--- src/rtl/div_pkg.sv ---
// Shared definitions for the sequential divider: state encoding, default width, counter sizing.
package div_pkg;

    typedef enum logic [1:0] {
        IDLE = 2'd0,
        BUSY = 2'd1,
        DONE = 2'd2
    } div_state_t;

    localparam int DIV_WIDTH_DEFAULT = 64;
    localparam int DIV_CNT_W_DEFAULT = $clog2(DIV_WIDTH_DEFAULT) + 1;

    function automatic int div_cnt_width(input int width);
        return $clog2(width) + 1;
    endfunction

endpackage

--- src/rtl/div_step.sv ---
// One restoring-division iteration: shift in the next dividend bit, trial-subtract the divisor.
module div_step
    import div_pkg::*;
#(
    parameter int WIDTH = DIV_WIDTH_DEFAULT
) (
    input  logic [WIDTH-1:0] i_rem,
    input  logic             i_bit,
    input  logic [WIDTH-1:0] i_divisor,
    output logic [WIDTH-1:0] o_rem,
    output logic             o_qbit
);

    localparam int NGRP = (WIDTH + 8) / 8;
    localparam int NB   = NGRP * 8;

    logic [NB-1:0] w_a;
    logic [NB-1:0] w_b;
    logic [NB-1:0] w_sum;
    logic [NGRP:0] w_carry;
    logic          w_nonneg;

    assign w_a        = NB'({i_rem, i_bit});
    assign w_b        = ~(NB'(i_divisor));
    assign w_carry[0] = 1'b1;

    for (genvar g = 0; g < NGRP; g++) begin : g_cla
        my_cla8 u_cla (
            .i_a    (w_a[8*g +: 8]),
            .i_b    (w_b[8*g +: 8]),
            .i_cin  (w_carry[g]),
            .o_sum  (w_sum[8*g +: 8]),
            .o_cout (w_carry[g + 1])
        );
    end

    // No borrow means the trial is non-negative; a valid trial always fits below the divisor,
    // so any set bit above WIDTH is treated as a failed trial.
    assign w_nonneg = w_carry[NGRP] & ~(|w_sum[NB-1:WIDTH]);
    assign o_qbit   = w_nonneg;
    assign o_rem    = w_nonneg ? w_sum[WIDTH-1:0] : {i_rem[WIDTH-2:0], i_bit};

endmodule

--- src/rtl/my_cla8.sv ---
// 8-bit carry-lookahead adder slice; every carry is formed directly from the slice inputs.
module my_cla8 (
    input  logic [7:0] i_a,
    input  logic [7:0] i_b,
    input  logic       i_cin,
    output logic [7:0] o_sum,
    output logic       o_cout
);

    logic [7:0] w_g;
    logic [7:0] w_p;
    logic [8:0] w_c;

    // Generate/propagate terms and flattened lookahead carries
    always_comb begin
        w_g    = i_a & i_b;
        w_p    = i_a ^ i_b;
        w_c    = 9'd0;
        w_c[0] = i_cin;
        for (int i = 0; i < 8; i++) begin
            w_c[i + 1] = i_cin;
            for (int j = 0; j <= i; j++) begin
                w_c[i + 1] = w_g[j] | (w_p[j] & w_c[i + 1]);
            end
        end
        o_sum  = w_p ^ w_c[7:0];
        o_cout = w_c[8];
    end

endmodule

--- src/rtl/sequential_divider.sv ---
// Iterative radix-2 restoring divider with op_start/op_clear/op_done handshake.
// Define DIVIDER_SIGNED_EN for two's-complement operands (truncating division).
module sequential_divider
    import div_pkg::*;
#(
    parameter int WIDTH = DIV_WIDTH_DEFAULT
) (
    input  logic               clk,
    input  logic               reset,
    input  logic               op_start,
    input  logic               op_clear,
    input  logic [WIDTH-1:0]   dividend,
    input  logic [WIDTH-1:0]   divisor,
    output logic               op_done,
    output logic               div_by_zero,
    output logic [2*WIDTH-1:0] result
);

    localparam int               CNT_W    = div_cnt_width(WIDTH);
    localparam logic [CNT_W-1:0] LAST_CNT = CNT_W'(WIDTH - 1);
    localparam logic [WIDTH-1:0] ALL_ONES = {WIDTH{1'b1}};
    localparam logic [WIDTH-1:0] ZERO_W   = {WIDTH{1'b0}};

    div_state_t         r_state;
    div_state_t         w_state_next;
    logic [CNT_W-1:0]   r_cnt;
    logic [WIDTH-1:0]   r_rem;
    logic [WIDTH-1:0]   r_quo;
    logic [WIDTH-1:0]   r_div;
    logic [2*WIDTH-1:0] r_result;
    logic               r_done;
    logic               r_dbz;
    logic [2*WIDTH-1:0] w_result_next;
    logic               w_done_next;
    logic               w_dbz_next;
    logic [WIDTH-1:0]   w_dd_mag;
    logic [WIDTH-1:0]   w_dv_mag;
    logic [WIDTH-1:0]   w_step_rem;
    logic               w_step_qbit;
    logic [WIDTH-1:0]   w_quo_raw;
    logic [WIDTH-1:0]   w_quo_final;
    logic [WIDTH-1:0]   w_rem_final;
    logic               w_div_zero;
    logic               w_last;

    assign w_div_zero = (divisor == ZERO_W);
    assign w_last     = (r_cnt == LAST_CNT);
    assign w_quo_raw  = {r_quo[WIDTH-2:0], w_step_qbit};

    div_step #(.WIDTH(WIDTH)) u_step (
        .i_rem     (r_rem),
        .i_bit     (r_quo[WIDTH-1]),
        .i_divisor (r_div),
        .o_rem     (w_step_rem),
        .o_qbit    (w_step_qbit)
    );

`ifdef DIVIDER_SIGNED_EN
    localparam logic [WIDTH-1:0] ONE_W = {{(WIDTH-1){1'b0}}, 1'b1};

    logic r_neg_q;
    logic r_neg_r;

    assign w_dd_mag    = dividend[WIDTH-1] ? (~dividend + ONE_W) : dividend;
    assign w_dv_mag    = divisor[WIDTH-1]  ? (~divisor + ONE_W)  : divisor;
    assign w_quo_final = r_neg_q ? (~w_quo_raw + ONE_W) : w_quo_raw;
    assign w_rem_final = r_neg_r ? (~w_step_rem + ONE_W) : w_step_rem;

    // Result signs captured with the operands on the accepted-start edge
    always_ff @(posedge clk or posedge reset) begin
        if (reset) begin
            r_neg_q <= 1'b0;
            r_neg_r <= 1'b0;
        end else if (op_clear) begin
            r_neg_q <= 1'b0;
            r_neg_r <= 1'b0;
        end else if (r_state == IDLE && op_start) begin
            r_neg_q <= dividend[WIDTH-1] ^ divisor[WIDTH-1];
            r_neg_r <= dividend[WIDTH-1];
        end else begin
            r_neg_q <= r_neg_q;
            r_neg_r <= r_neg_r;
        end
    end
`else
    assign w_dd_mag    = dividend;
    assign w_dv_mag    = divisor;
    assign w_quo_final = w_quo_raw;
    assign w_rem_final = w_step_rem;
`endif

    // State register
    always_ff @(posedge clk or posedge reset) begin
        if (reset) begin
            r_state <= IDLE;
        end else begin
            r_state <= w_state_next;
        end
    end

    // Next-state logic; op_clear dominates everything
    always_comb begin
        w_state_next = r_state;
        if (op_clear) begin
            w_state_next = IDLE;
        end else begin
            case (r_state)
                IDLE: begin
                    if (op_start) begin
                        w_state_next = w_div_zero ? DONE : BUSY;
                    end else begin
                        w_state_next = IDLE;
                    end
                end
                BUSY: begin
                    if (w_last) begin
                        w_state_next = DONE;
                    end else begin
                        w_state_next = BUSY;
                    end
                end
                DONE:    w_state_next = DONE;
                default: w_state_next = IDLE;
            endcase
        end
    end

    // Output logic: next values of the registered result and flags
    always_comb begin
        w_result_next = r_result;
        w_dbz_next    = r_dbz;
        w_done_next   = (w_state_next == DONE);
        if (op_clear) begin
            w_result_next = {2*WIDTH{1'b0}};
            w_dbz_next    = 1'b0;
        end else begin
            case (r_state)
                IDLE: begin
                    if (op_start && w_div_zero) begin
                        w_result_next = {dividend, ALL_ONES};
                        w_dbz_next    = 1'b1;
                    end else begin
                        w_result_next = r_result;
                        w_dbz_next    = r_dbz;
                    end
                end
                BUSY: begin
                    if (w_last) begin
                        w_result_next = {w_rem_final, w_quo_final};
                        w_dbz_next    = 1'b0;
                    end else begin
                        w_result_next = r_result;
                        w_dbz_next    = r_dbz;
                    end
                end
                DONE: begin
                    w_result_next = r_result;
                    w_dbz_next    = r_dbz;
                end
                default: begin
                    w_result_next = {2*WIDTH{1'b0}};
                    w_dbz_next    = 1'b0;
                end
            endcase
        end
    end

    // Iteration datapath: partial remainder, dividend/quotient shifter, divisor, step counter
    always_ff @(posedge clk or posedge reset) begin
        if (reset) begin
            r_rem <= ZERO_W;
            r_quo <= ZERO_W;
            r_div <= ZERO_W;
            r_cnt <= {CNT_W{1'b0}};
        end else if (op_clear) begin
            r_rem <= ZERO_W;
            r_quo <= ZERO_W;
            r_div <= ZERO_W;
            r_cnt <= {CNT_W{1'b0}};
        end else begin
            case (r_state)
                IDLE: begin
                    if (op_start) begin
                        r_rem <= ZERO_W;
                        r_quo <= w_dd_mag;
                        r_div <= w_dv_mag;
                        r_cnt <= {CNT_W{1'b0}};
                    end else begin
                        r_rem <= r_rem;
                        r_quo <= r_quo;
                        r_div <= r_div;
                        r_cnt <= r_cnt;
                    end
                end
                BUSY: begin
                    r_rem <= w_step_rem;
                    r_quo <= w_quo_raw;
                    r_div <= r_div;
                    r_cnt <= r_cnt + {{(CNT_W-1){1'b0}}, 1'b1};
                end
                default: begin
                    r_rem <= r_rem;
                    r_quo <= r_quo;
                    r_div <= r_div;
                    r_cnt <= r_cnt;
                end
            endcase
        end
    end

    // Registered outputs
    always_ff @(posedge clk or posedge reset) begin
        if (reset) begin
            r_result <= {2*WIDTH{1'b0}};
            r_done   <= 1'b0;
            r_dbz    <= 1'b0;
        end else begin
            r_result <= w_result_next;
            r_done   <= w_done_next;
            r_dbz    <= w_dbz_next;
        end
    end

    assign op_done     = r_done;
    assign div_by_zero = r_dbz;
    assign result      = r_result;

endmodule
--- config.mk ---
export PLATFORM = sky130hd
export DESIGN_NAME = sequential_divider
export DESIGN_NICKNAME = d
export VERILOG_FILES = /design/src/rtl/div_pkg.sv /design/src/rtl/div_step.sv /design/src/rtl/my_cla8.sv /design/src/rtl/sequential_divider.sv
export SDC_FILE = /design/constraint.sdc
export NUM_CORES = 1
export LEC_CHECK = 0
export BUFFER_PORTS_ARGS = -buffer_cell sky130_fd_sc_hd__buf_2
export CAP_MARGIN = 20
export CORE_UTILIZATION = 35
export DETAILED_ROUTE_END_ITERATION = 10
export PLACE_DENSITY = 0.62
export SLEW_MARGIN = 40
export SYNTH_ARGS = -nofsm -noshare
export SYNTH_HDL_FRONTEND = slang
export SYNTH_HIERARCHICAL = 1
export SYNTH_SLANG_ARGS = --single-unit
--- constraint.sdc ---
create_clock -name clk -period 70 [get_ports clk]
set_input_delay 0 -clock clk [delete_from_list [all_inputs] [get_ports clk]]
set_output_delay 0 -clock clk [all_outputs]
set_load 0.01 [all_outputs]
Word level (Yosys, flattened, before mapping)
Cells that the tools add are included.
{"block": "totals", "inputBits": 132, "reg_bits": 331, "out_inout_bits": 130, "elab_cells": 226}
{"block": "op_classes", "reduce_logical": 10, "addsub": 1, "bitwise": 173, "mux": 26, "eq_ne": 8}
{"operator": "2-to-1 mux 64 bit", "n": 8}
{"operator": "2-to-1 mux 128 bit", "n": 3}
{"operator": "one-hot mux 128 bit (3 select lines)", "n": 1}
{"operator": "one-hot mux 64 bit (2 select lines)", "n": 2}
{"operator": "bitwise XOR 8 bit", "n": 17}
{"operator": "bitwise AND 1 bit", "n": 72}
{"operator": "NOT 64 -> 72 bit", "n": 1}
{"operator": "OR 1 bit", "n": 72}
{"operator": "bitwise AND 8 bit", "n": 8}
{"operator": "logical NOT 64 bit", "n": 1}
{"operator": "2-to-1 mux 7 bit", "n": 2}
{"operator": "one-hot mux 7 bit (2 select lines)", "n": 1}
{"operator": "!= test 3 bit (second input constant)", "n": 3}
{"operator": "bitwise AND 1 x 8 -> 8 bit", "n": 1}
{"operator": "2-to-1 mux 2 bit", "n": 4}
{"operator": "OR reduction 8 bit", "n": 1}
{"operator": "bitwise XOR 1 x 8 -> 8 bit", "n": 1}
{"operator": "adder 7 x 1 -> 7 bit (second input constant)", "n": 1}
{"operator": "== test 7 x 6 -> 1 bit (second input constant)", "n": 1}
{"operator": "one-hot mux 2 bit (3 select lines)", "n": 1}
{"operator": "== test 2 bit (second input constant)", "n": 2}
{"operator": "AND reduction 2 bit", "n": 2}
{"operator": "nonzero test 2 bit", "n": 2}
{"operator": "2-to-1 mux 1 bit", "n": 3}
{"operator": "8 further kinds", "n": 8}

Depth between registers and ports, before layout
Gate-level depths: netlist (run 1).
{"block": "logic_depth", "word_depth": 151, "depth_mapped": 118, "ltp_nobuf": 116}

Cells and area by module
The synthesis (run 1) kept the hierarchy.
{"mod": "sequential_divider", "area_each_um2": 17583.1, "seq_area_each_um2": 8282.9, "cells_each": 1862, "instances": 1}
{"mod": "my_cla8", "area_each_um2": 197.7, "seq_area_each_um2": 0.0, "cells_each": 18, "instances": 9}
{"mod": "div_step", "area_each_um2": 1253.7, "seq_area_each_um2": 0.0, "cells_each": 142, "instances": 1}

Worst setup path before layout (run 1)
No wires, ideal clock.
{"block": "synth_timing", "kind": "reg2reg", "startpoint": "register r_quo[63]", "endpoint": "register r_result[118] (netlist: result[118])", "path_stages_with_launch": 118, "n_path_buf": 2, "required_time_ns": 69.858, "path_slack_ns": 42.488, "setup_time_ns": 0.142, "synth_period_minus_slack_ns": 27.512, "arrival_time_ns": 27.370, "path_cell_list": "dfrtp_1 -> inv_1 -> fa_1 -> inv_1 -> fa_1 -> fa_1 -> fa_1 -> fa_1 -> fa_1 -> fa_1 -> inv_1 -> fa_1 -> inv_1 -> inv_1 -> fa_1 -> inv_1 -> fa_1 -> fa_1 -> (+82 left out) -> fa_1 -> fa_1 -> fa_1 -> fa_1 -> fa_1 -> fa_1 -> inv_1 -> fa_1 -> inv_1 -> nor4b_2 -> nand3_1 -> buf_4 -> buf_6 -> mux2_4 -> nand3_1 -> a21oi_1 -> a221oi_1 -> o311ai_1"}
{"block": "synth_between", "elab_chain_len": 150, "word_cells_on_any_way": 154, "cone_classes": "4 x mux; 149 x bitwise; 1 x reduce/logical"}
{"item": "start, declared", "line_no": "sequential_divider.sv:28", "source": "logic [WIDTH-1:0] r_quo;"}
{"item": "start signal, assigned", "line_no": "sequential_divider.sv:185", "source": "r_quo <= w_dd_mag;"}
{"item": "start signal, assigned", "line_no": "sequential_divider.sv:190", "source": "r_quo <= r_quo;"}
{"item": "start signal, assigned", "line_no": "sequential_divider.sv:197", "source": "r_quo <= w_quo_raw;"}
{"item": "bitwise AND 8 bit / bitwise XOR 8 bit (equally long branches)", "line_no": "my_cla8.sv:16, my_cla8.sv:17"}
{"item": "OR 1 bit (*)", "line_no": "my_cla8.sv:23", "source": "w_c[i + 1] = w_g[j] | (w_p[j] & w_c[i + 1]);"}
{"item": "bitwise AND 1 bit (*)", "line_no": "my_cla8.sv:23"}
{"item": "OR 1 bit (*)", "line_no": "my_cla8.sv:23"}
{"item": "bitwise AND 1 bit (*)", "line_no": "my_cla8.sv:23"}
{"item": "OR 1 bit (*)", "line_no": "my_cla8.sv:23"}
{"item": "bitwise AND 1 bit (*)", "line_no": "my_cla8.sv:23"}
{"item": "OR 1 bit (*)", "line_no": "my_cla8.sv:23"}
{"item": "(+8 left out)"}
{"item": "net u_step.w_carry[1]", "line_no": "div_step.sv:20", "source": "logic [NGRP:0] w_carry;"}
{"item": "(+16 left out)"}
{"item": "net u_step.w_carry[2]", "line_no": "div_step.sv:20"}
{"item": "(+16 left out)"}
{"item": "net u_step.w_carry[3]", "line_no": "div_step.sv:20"}
{"item": "(+16 left out)"}
{"item": "net u_step.w_carry[4]", "line_no": "div_step.sv:20"}
{"item": "(+16 left out)"}
{"item": "net u_step.w_carry[5]", "line_no": "div_step.sv:20"}
{"item": "(+16 left out)"}
{"item": "net u_step.w_carry[6]", "line_no": "div_step.sv:20"}
{"item": "(+16 left out)"}
{"item": "net u_step.w_carry[7]", "line_no": "div_step.sv:20"}
{"item": "(+16 left out)"}
{"item": "net u_step.w_carry[8]", "line_no": "div_step.sv:20"}
{"item": "(+15 left out)"}
{"item": "net u_step.w_sum[71]", "line_no": "div_step.sv:19", "source": "logic [NB-1:0] w_sum;"}
{"item": "OR reduction 8 bit (*)", "line_no": "div_step.sv:39", "source": "assign w_nonneg = w_carry[NGRP] & ~(|w_sum[NB-1:WIDTH]);"}
{"item": "NOT 1 bit (*)", "line_no": "div_step.sv:39"}
{"item": "bitwise AND 1 bit (*)", "line_no": "div_step.sv:39"}
{"item": "2-to-1 mux 64 bit (*)", "line_no": "div_step.sv:41", "source": "assign o_rem = w_nonneg ? w_sum[WIDTH-1:0] : {i_rem[WIDTH-2:0], i_bit};"}
{"item": "net w_rem_final[54]", "line_no": "sequential_divider.sv:42", "source": "logic [WIDTH-1:0] w_rem_final;"}
{"item": "2-to-1 mux 128 bit (*)", "line_no": "sequential_divider.sv:148", "source": "if (w_last) begin"}
{"item": "one-hot mux 128 bit (3 select lines) (*)", "line_no": "sequential_divider.sv:137", "source": "case (r_state)"}
{"item": "2-to-1 mux 128 bit (*)", "line_no": "sequential_divider.sv:133", "source": "if (op_clear) begin"}
{"item": "end signal, assigned", "line_no": "sequential_divider.sv:214", "source": "r_result <= {2*WIDTH{1'b0}};"}
{"item": "end signal, assigned", "line_no": "sequential_divider.sv:218", "source": "r_result <= w_result_next;"}
{"item": "end, declared", "line_no": "sequential_divider.sv:30", "source": "logic [2*WIDTH-1:0] r_result;"}
The timed path passes the listed nets; every way through them passes the cells marked *. The select of a mux whose other input is x is not followed.
A chain may end at the register's enable or synchronous reset.

Final worst setup path (run 1)
{"block": "layout_timing", "startpoint": "register r_quo[63]", "endpoint": "register r_result[125] (netlist: result[125])"}
The elaborated chain is that of the path after synthesis.

==> results of run 1 <==
## flip-flops by register name, indices dropped and copies added (netlist names)
| name | flops |
|---|---|
| r_state | 2 |
| r_div | 64 |
| op_done | 1 |
| result | 128 |
| div_by_zero | 1 |
| r_rem | 64 |
| r_quo | 64 |
| r_cnt | 7 |
## cell usage after synthesis, drive strengths merged
library cell / number / area [µm²]
dlygate4sd1: 1 / 8.76
conb: 2 / 7.51
a21oi: 85 / 429
o21ai: 72 / 360
and3: 46 / 288
nor4: 17 / 121
o21ba: 1 / 10.0
or2: 2 / 12.5
nor2: 223 / 840
and2: 2 / 15.0
nand2b: 3 / 18.8
a21o: 1 / 8.76
nand4: 68 / 425
mux2: 64 / 905
inv: 221 / 830
a22o: 46 / 403
nand2: 242 / 916
nor3: 48 / 240
nor4b: 1 / 15.0
fa: 72 / 1440
mux2i: 128 / 1280
buf: 74 / 524
a22oi: 1 / 7.51
nand3: 22 / 115
ha: 1 / 12.5
clkbuf: 131 / 576
or4b: 1 / 13.8
a311oi: 45 / 394
dfrtp: 331 / 8280
o311ai: 64 / 561
a221oi: 85 / 1060
o22a: 1 / 8.76
o31ai: 65 / 488
## where the power goes
part           total [mW]  internal, mW  switching [mW]
combinational       0.106        0.0392          0.0671
clock               0.225         0.135          0.0897
sequential          0.215         0.204          0.0109
total               0.547         0.379           0.168
## final cells by class
class,instances,area (µm²)
clock buffer,59,1220
inverter,221,842
antenna,1,2.50
timing repair buffer,437,3120
tap,765,957
sequential,331,8290
fill,5698,32800
clock inverter,12,174
multi-input combinational,1422,10500
## through the flow
step	total power, mW	cell area (µm²)	std cells	utilization, %	hold slack [ns]
final	0.547	25100	3248	43.4	0.0173
after global routing	0.572	25100	3247	43.4	0.0323
after CTS	0.553	25100	3245	43.3	0.000192
after detailed placement	0.318	22200	3029	38.4	0.170
after global placement	0.314	22100	3026	38.2	0.243
after floorplan	0.284	20700	2180	-	0.131
## routing by layer
metal,vias up,part of all wire [%],track usage (%)
met4,0,2.5,6.99
met1,9045,44,29.3
li1,8190,-,-
met5,-,0,0
met3,111,5.5,3.49
met2,543,47,36.0
## worst max path at each step
stage                              to  slack, ns
final                     result[125]      40.19
after CTS                 result[125]      40.09
after detailed placement  result[121]      40.20
after global routing      result[118]      38.84
after floorplan           result[118]      42.49
after global placement    result[118]      40.67
## worst max-delay path, delay by kind of cell, from the launching register on
| kind | cells | cell delay (ns) |
|---|---|---|
| AND/OR/NAND/NOR | 3 | 0.62 |
| flip-flops | 1 | 0.40 |
| adder cells (fa/ha/maj) | 72 | 25.01 |
| buffers and inverters | 37 | 2.77 |
| AO/OA/AOI/OAI | 3 | 0.43 |
| multiplexers | 1 | 0.36 |
## cell families (layout without fill, tap and decap cells)
| group | after synthesis | after routing |
|---|---|---|
| multiplexers | 192 | 192 |
| AO/OA/AOI/OAI | 466 | 466 |
| AND/OR/NAND/NOR | 675 | 675 |
| buffers and inverters | 427 | 729 |
| adder cells (fa/ha/maj) | 73 | 73 |
| flip-flops | 331 | 331 |
| other | 2 | 17 |
## what timing repair did
item,4_1_cts,5_1_grt
resized for setup,0,0
endpoints found under the hold margin,308,0
hold buffers,145,0
==> summary.txt, run 1 <==
Status
  – Status: completed

Cells and area
  – Most frequent cells in the layout: dfrtp_1 (330), buf_2 (259), nand2_1 (238), inv_1 (219), nor2_1 (219)
  – Share of cells above drive strength 1: 19.9%
  – Area delta synth->final: 21.8%
  – Most common cell after layout, fill and taps aside: dfrtp_1
  – Layout Nets: around 2700

Place
  – Place WS: approximately 40 ns
  – Final GP Congestion: 0.830
  – Dpl hpwl: 42200 µm
  – I/O Buffers: 261

Logic synthesis
  – Mapped Area: 20600 µm²
  – Total number of yosys warnings: 6
  – Mapped Cells: around 2200
  – Post-synthesis sequential area ratio: 40.2%
  – Post-synthesis adder-cell area fraction: 7.05%
  – Post-synthesis cell type count: 47
  – Compound-Gate Fraction of Synth Area: 18.1%
  – Yosys reg bits: around 330
  – Simple-gate portion of the synthesized area: 14.7%
  – Main combinational cell family by area after synthesis: compound AO/OA/AOI/OAI gates
  – Post-synthesis mux area share: 10.6%
  – Syn Area/Cell: 9.52 µm²
  – Synth Area in XOR/XNOR: 0%

Routing
  – Drt pass-1 iters: 5
  – DRC violations left: 0
  – Vias: 17900
  – DRT iter0 DRCs: 1265
  – Routed WL: 65400 µm
  – Final antenna-violating net count: 0
  – Avg WL per Cell: 20.1 µm
  – Drt via density: ~5.5

Clocking
  – Post-CTS Setup Repair Bufs: 0
  – Clock sink count: 331
  – Clock buffer depth: 3
  – Cts bufs inserted: 43
  – Clock Latency Late Sink: about 0.57 ns
  – Clk root buf: clkbuf_16
  – Clk slew on worst S/H paths: around 0.06 ns
  – CTS tree: done
  – H-tree Lvls: 2

Critical path
  – CP max FO: 34
  – CP Capture Type: flip-flop
  – R2r endpoint: result[125]
  – Worst Reg-to-Reg Cells: 116
  – R2R Setup Slk: 40.19 ns
  – CP peak stage delay: just over 0.6 ns
  – Startpoint types: flip-flop
  – Slowest-stage cell, CP: buf_4
  – Setup crit start: r_quo[63]
  – WP data required: 70.41 ns
  – CP Class: flip-flop to flip-flop
  – Reg2reg start: r_quo[63]
  – Arr. time, crit path: 30.22 ns
  – CP dominant cell by count: fa_1

STA
  – Pins over their slew limit: 0
  – Relative slew slack: approximately two fifths
  – Fin Setup TNS: 0 ns
  – Min cycle time layout: 29.81 ns
  – Min setup slack post-route: 40.19 ns
  – Final period util: 42.6%
  – Fmax achieved: 0.0335 GHz
  – Final Skew: 0.0213 ns
  – Final setup violating endpoints: 0
  – Slew @ Worst Pin: 0.867 ns
  – RSZ-0062 raised after global routing: no
  – Hold Vio Cnt, Final: 0

Run
  – Maxcap violations: 0

GRT
  – Initial antenna violation count: 0
  – Vias in the first global route: 18200
  – Largest net degree at the start of global routing: about 140
  – First-pass GRT wire length: 104000 µm
  – Grt total ovfl: 0
  – GRT Total Usage: 21.8%

Die
  – DIE AREA: 59900 µm²
  – I/O pin count: 262
  – Die W: 245 µm
  – FP Rows: between 80 and 90
  – DIE HEIGHT: 245 µm
  – Initial Util: around 36%
  – Core area: 57900 µm²

Hold path
  – Hold EP: r_div[59]
  – HP Class: input pin to flip-flop
  – Hold_sp: op_clear
  – Hold path cells: 2

Pwr
  – P_leak: 11.8 nW
  – Largest voltage drop on the vdd net: roughly 18 µV
  – Pwr per Cell Area: around 22 nW/µm²
Power figures use the tool's default switching activity.
==> run 2: changes to the inputs <==
- ABC_AREA: default -> 1
- PLACE_DENSITY: 0.62 -> 0.64
- clock period: 70 -> 27 ns (I/O delays scaled with it)
==> summary.txt, run 2 <==
Clocking
  – H-tree Lvls: 2 (unchanged)
  – Clock Latency Late Sink: 0.53 ns (-0.04 ns)
  – Clock sink count: 331 (unchanged)
  – Clock buffer depth: 3 (unchanged)
  – Clk slew on worst S/H paths: 0.07 ns (about the same)
  – Clk root buf: clkbuf_16
  – Cts bufs inserted: 39 (-9.3%)
  – CTS tree: done

Routing
  – DRC violations left: 0 (unchanged)
  – Routed WL: 59200 µm (-9.5%)
  – Avg WL per Cell: 17.3 µm (-14%)
  – Vias: 16600 (-7.2%)
  – Final antenna-violating net count: 0 (unchanged)
  – DRT iter0 DRCs: 1476 (+17%)
  – Drt pass-1 iters: 8 (+3)
  – Drt via density: 4.84 (-12%)

Cells and area
  – Layout Nets: 2924 (+9.9%)
  – Max reg flops: 128 (unchanged)
  – Most common cell after layout, fill and taps aside: nand2_1
  – Area delta synth->final: 28.4%
  – Most frequent cells in the layout: nand2_1 (532), inv_1 (497), dfrtp_1 (330), buf_2 (261), nand3_1 (200)
  – Share of cells above drive strength 1: 17.8% (-2.1 points)

Die
  – DIE AREA: 53400 µm² (-11%)
  – Initial Util: 35.6% (about the same)
  – Core area: 51600 µm² (-11%)
  – Die W: 231 µm (-5.6%)
  – DIE HEIGHT: 231 µm (-5.6%)
  – FP Rows: 83 (-5.7%)
  – I/O pin count: 262 (unchanged)

STA
  – Slew @ Worst Pin: 0.844 ns (-0.0232 ns)
  – Hold Vio Cnt, Final: 0 (unchanged)
  – Final period util: 96.3% (+54 points)
  – RSZ-0062 raised after global routing: yes
  – Min cycle time layout: 26.00 ns (-3.81 ns)
  – Pins over their slew limit: 0 (unchanged)
  – Relative slew slack: 43.8% (+2.1 points)
  – Min setup slack post-route: 0.996 ns (-39.19 ns)
  – Fmax achieved: 0.0385 GHz (+15%)
  – Final Skew: 0.0119 ns (-0.00939 ns)
  – Final setup violating endpoints: 0 (unchanged)

Critical path
  – R2R Setup Slk: 1.0 ns (-39.19 ns)
  – WP data required: 27.48 ns (-42.93 ns)
  – CP Class: flip-flop to flip-flop
  – Slowest-stage cell, CP: fa_1
  – CP Capture Type: flip-flop
  – Arr. time, crit path: 26.48 ns (-3.74 ns)
  – CP max FO: 9 (-74%)
  – CP peak stage delay: 0.42 ns (-0.19 ns)
  – Startpoint types: flip-flop
  – CP dominant cell by count: fa_2

Logic synthesis
  – Post-synthesis cell type count: 26 (-45%)
  – Compound-Gate Fraction of Synth Area: 14.5% (-3.6 points)
  – Total number of yosys warnings: 6 (unchanged)
  – Main synth FF type: dfrtp_1
  – Most instantiated cells after synthesis: nand2_1 (537), inv_1 (500), dfrtp_1 (331)
  – Share of synthesized registers carrying an async set or reset: 100% (unchanged)
  – Mapped Cells: 2323 (+7.2%)
  – Main combinational cell family by area after synthesis: simple AND/OR/NAND/NOR gates
  – Synth Area in XOR/XNOR: 0.0477% (+0.048 points)
  – Synth area leader: dfrtp_1
  – Post-synthesis mux area share: 0% (-11 points)
  – Share of the synthesized area in the top cell type: 45.1% (+4.9 points)
  – Mapped Area: 18400 µm² (-11%)
  – Syn Area/Cell: 7.91 µm² (-17%)
  – Top-count cell post-synth: nand2_1
  – Simple-gate portion of the synthesized area: 17.9% (+3.2 points)
  – Synth area leaders: dfrtp_1 (45%), nand2_1 (11%), inv_1 (10%), fa_1 (7.8%), nand3_1 (5.5%)
  – Post-synthesis adder-cell area fraction: 7.91% (+0.86 points)
  – Post-synth EDFFs: 0 (unchanged)
  – Yosys reg bits: 331 (unchanged)
  – Post-synthesis sequential area ratio: 45.1% (+4.9 points)

GRT
  – First-pass GRT wire length: 93600 µm (-9.8%)
  – Initial antenna violation count: 5 (+5)
  – GRT Total Usage: 22.1% (+0.25 points)
  – Largest net degree at the start of global routing: 128 (-9.9%)
  – Grt total ovfl: 0 (unchanged)
  – Vias in the first global route: 16300 (-10%)

Run
  – Maxcap violations: 0 (unchanged)

Pwr
  – P_leak: 11.4 nW (-3.6%)
  – Pwr per Cell Area: 66.3 nW/µm² (+200%)
  – Largest voltage drop on the vdd net: 39.1 µV (+120%)
  – Total power: 1.56 mW (+190%)

Place
  – Place WS: -1.40 ns (-41.61 ns)
  – I/O Buffers: 261 (unchanged)
  – Dpl hpwl: 39100 µm (-7.4%)
  – Final GP Congestion: 0.875 (+5.5%)

Hold path
  – HP Class: input pin to asynchronous set/reset pin

Status
  – Status: completed
run 2: cell count changes after synthesis, moves of 128 or more:
cell / previous run / this run
mux2i_1: 128 / 0
nand2_1: 239 / 537
o22ai_1: 0 / 137
nand3_1: 21 / 201
inv_1: 221 / 500
nor2_1: 222 / 54
run 2: metal layers:
layer	GRT usage (%)	up-vias	share of wire, %
met5	0	-	0.017
met4	9.04	2	4.1
met3	3.08	130	5.7
met2	34.2	566	45
met1	31.0	7938	45
li1	-	7972	-
run 2: layout make-up:
cell class	instances	area (µm²)
Sequential cell	331	8280
Antenna cell	4	10.0
Clock inverter	14	184
Fill cell	5031	28000
Multi-Input combinational cell	1352	7670
Inverter	504	1910
Clock buffer	54	1120
Timing Repair Buffer	491	3570
Tap cell	680	851
run 2: per-stage QoR:
step	TNS [ns]	cells	hold WS (ns)	cell area (µm²)	utilization, %
after floorplan	0	2337	0.121	18400	-
after global placement	-136.91	3211	0.222	20600	39.9
after detailed placement	-168.79	3215	0.190	20700	40.0
after CTS	0	3423	0.173	23500	45.5
after global routing	-2.10	3430	0.203	23600	45.7
final	0	3430	0.115	23600	45.7
run 2: path summary, 6_finish.rpt:
kind	from	to	cells after the start
max	r_quo[63]	result[98]	118
min	reset	r_quo[13]	3
max reg2reg	r_quo[63]	result[98]	118
min reg2reg	result[78]	result[78]	2
max in group asynchronous	reset	r_div[50]	4
min in group clk	divisor[14]	r_div[14]	4
run 2: where the power goes:
part           switching (mW)  leakage, nW  internal, mW
combinational           0.265         6.35         0.141
clock                   0.216        0.644         0.330
sequential             0.0415         4.39         0.572
run 2: logic make-up after synthesis:
family,Yosys count
other cells,2
xor+xnor,1
buf+inv,655
simple gates,798
flops,331
compound gates,463
fa+ha+maj,73
run 2: worst max-delay path: cells and delay by family (launching register included):
kind | cells | cell delay (ns)
adder cells (fa/ha/maj) | 72 | 22.34
buffers and inverters | 39 | 2.54
AND/OR/NAND/NOR | 5 | 0.45
flip-flops | 1 | 0.40
AO/OA/AOI/OAI | 2 | 0.22
run 2: timing repair:
| action | in CTS | in global routing |
|---|---|---|
| pin swaps | 4 | 12 |
| buffers inserted | 4 | 2 |
| cloned | 4 | 0 |
| setup endpoints to repair | 130 | 130 |
| hold endpoints to repair | 318 | 0 |
| hold buffers | 132 | 0 |
| gates resized for setup | 34 | 27 |
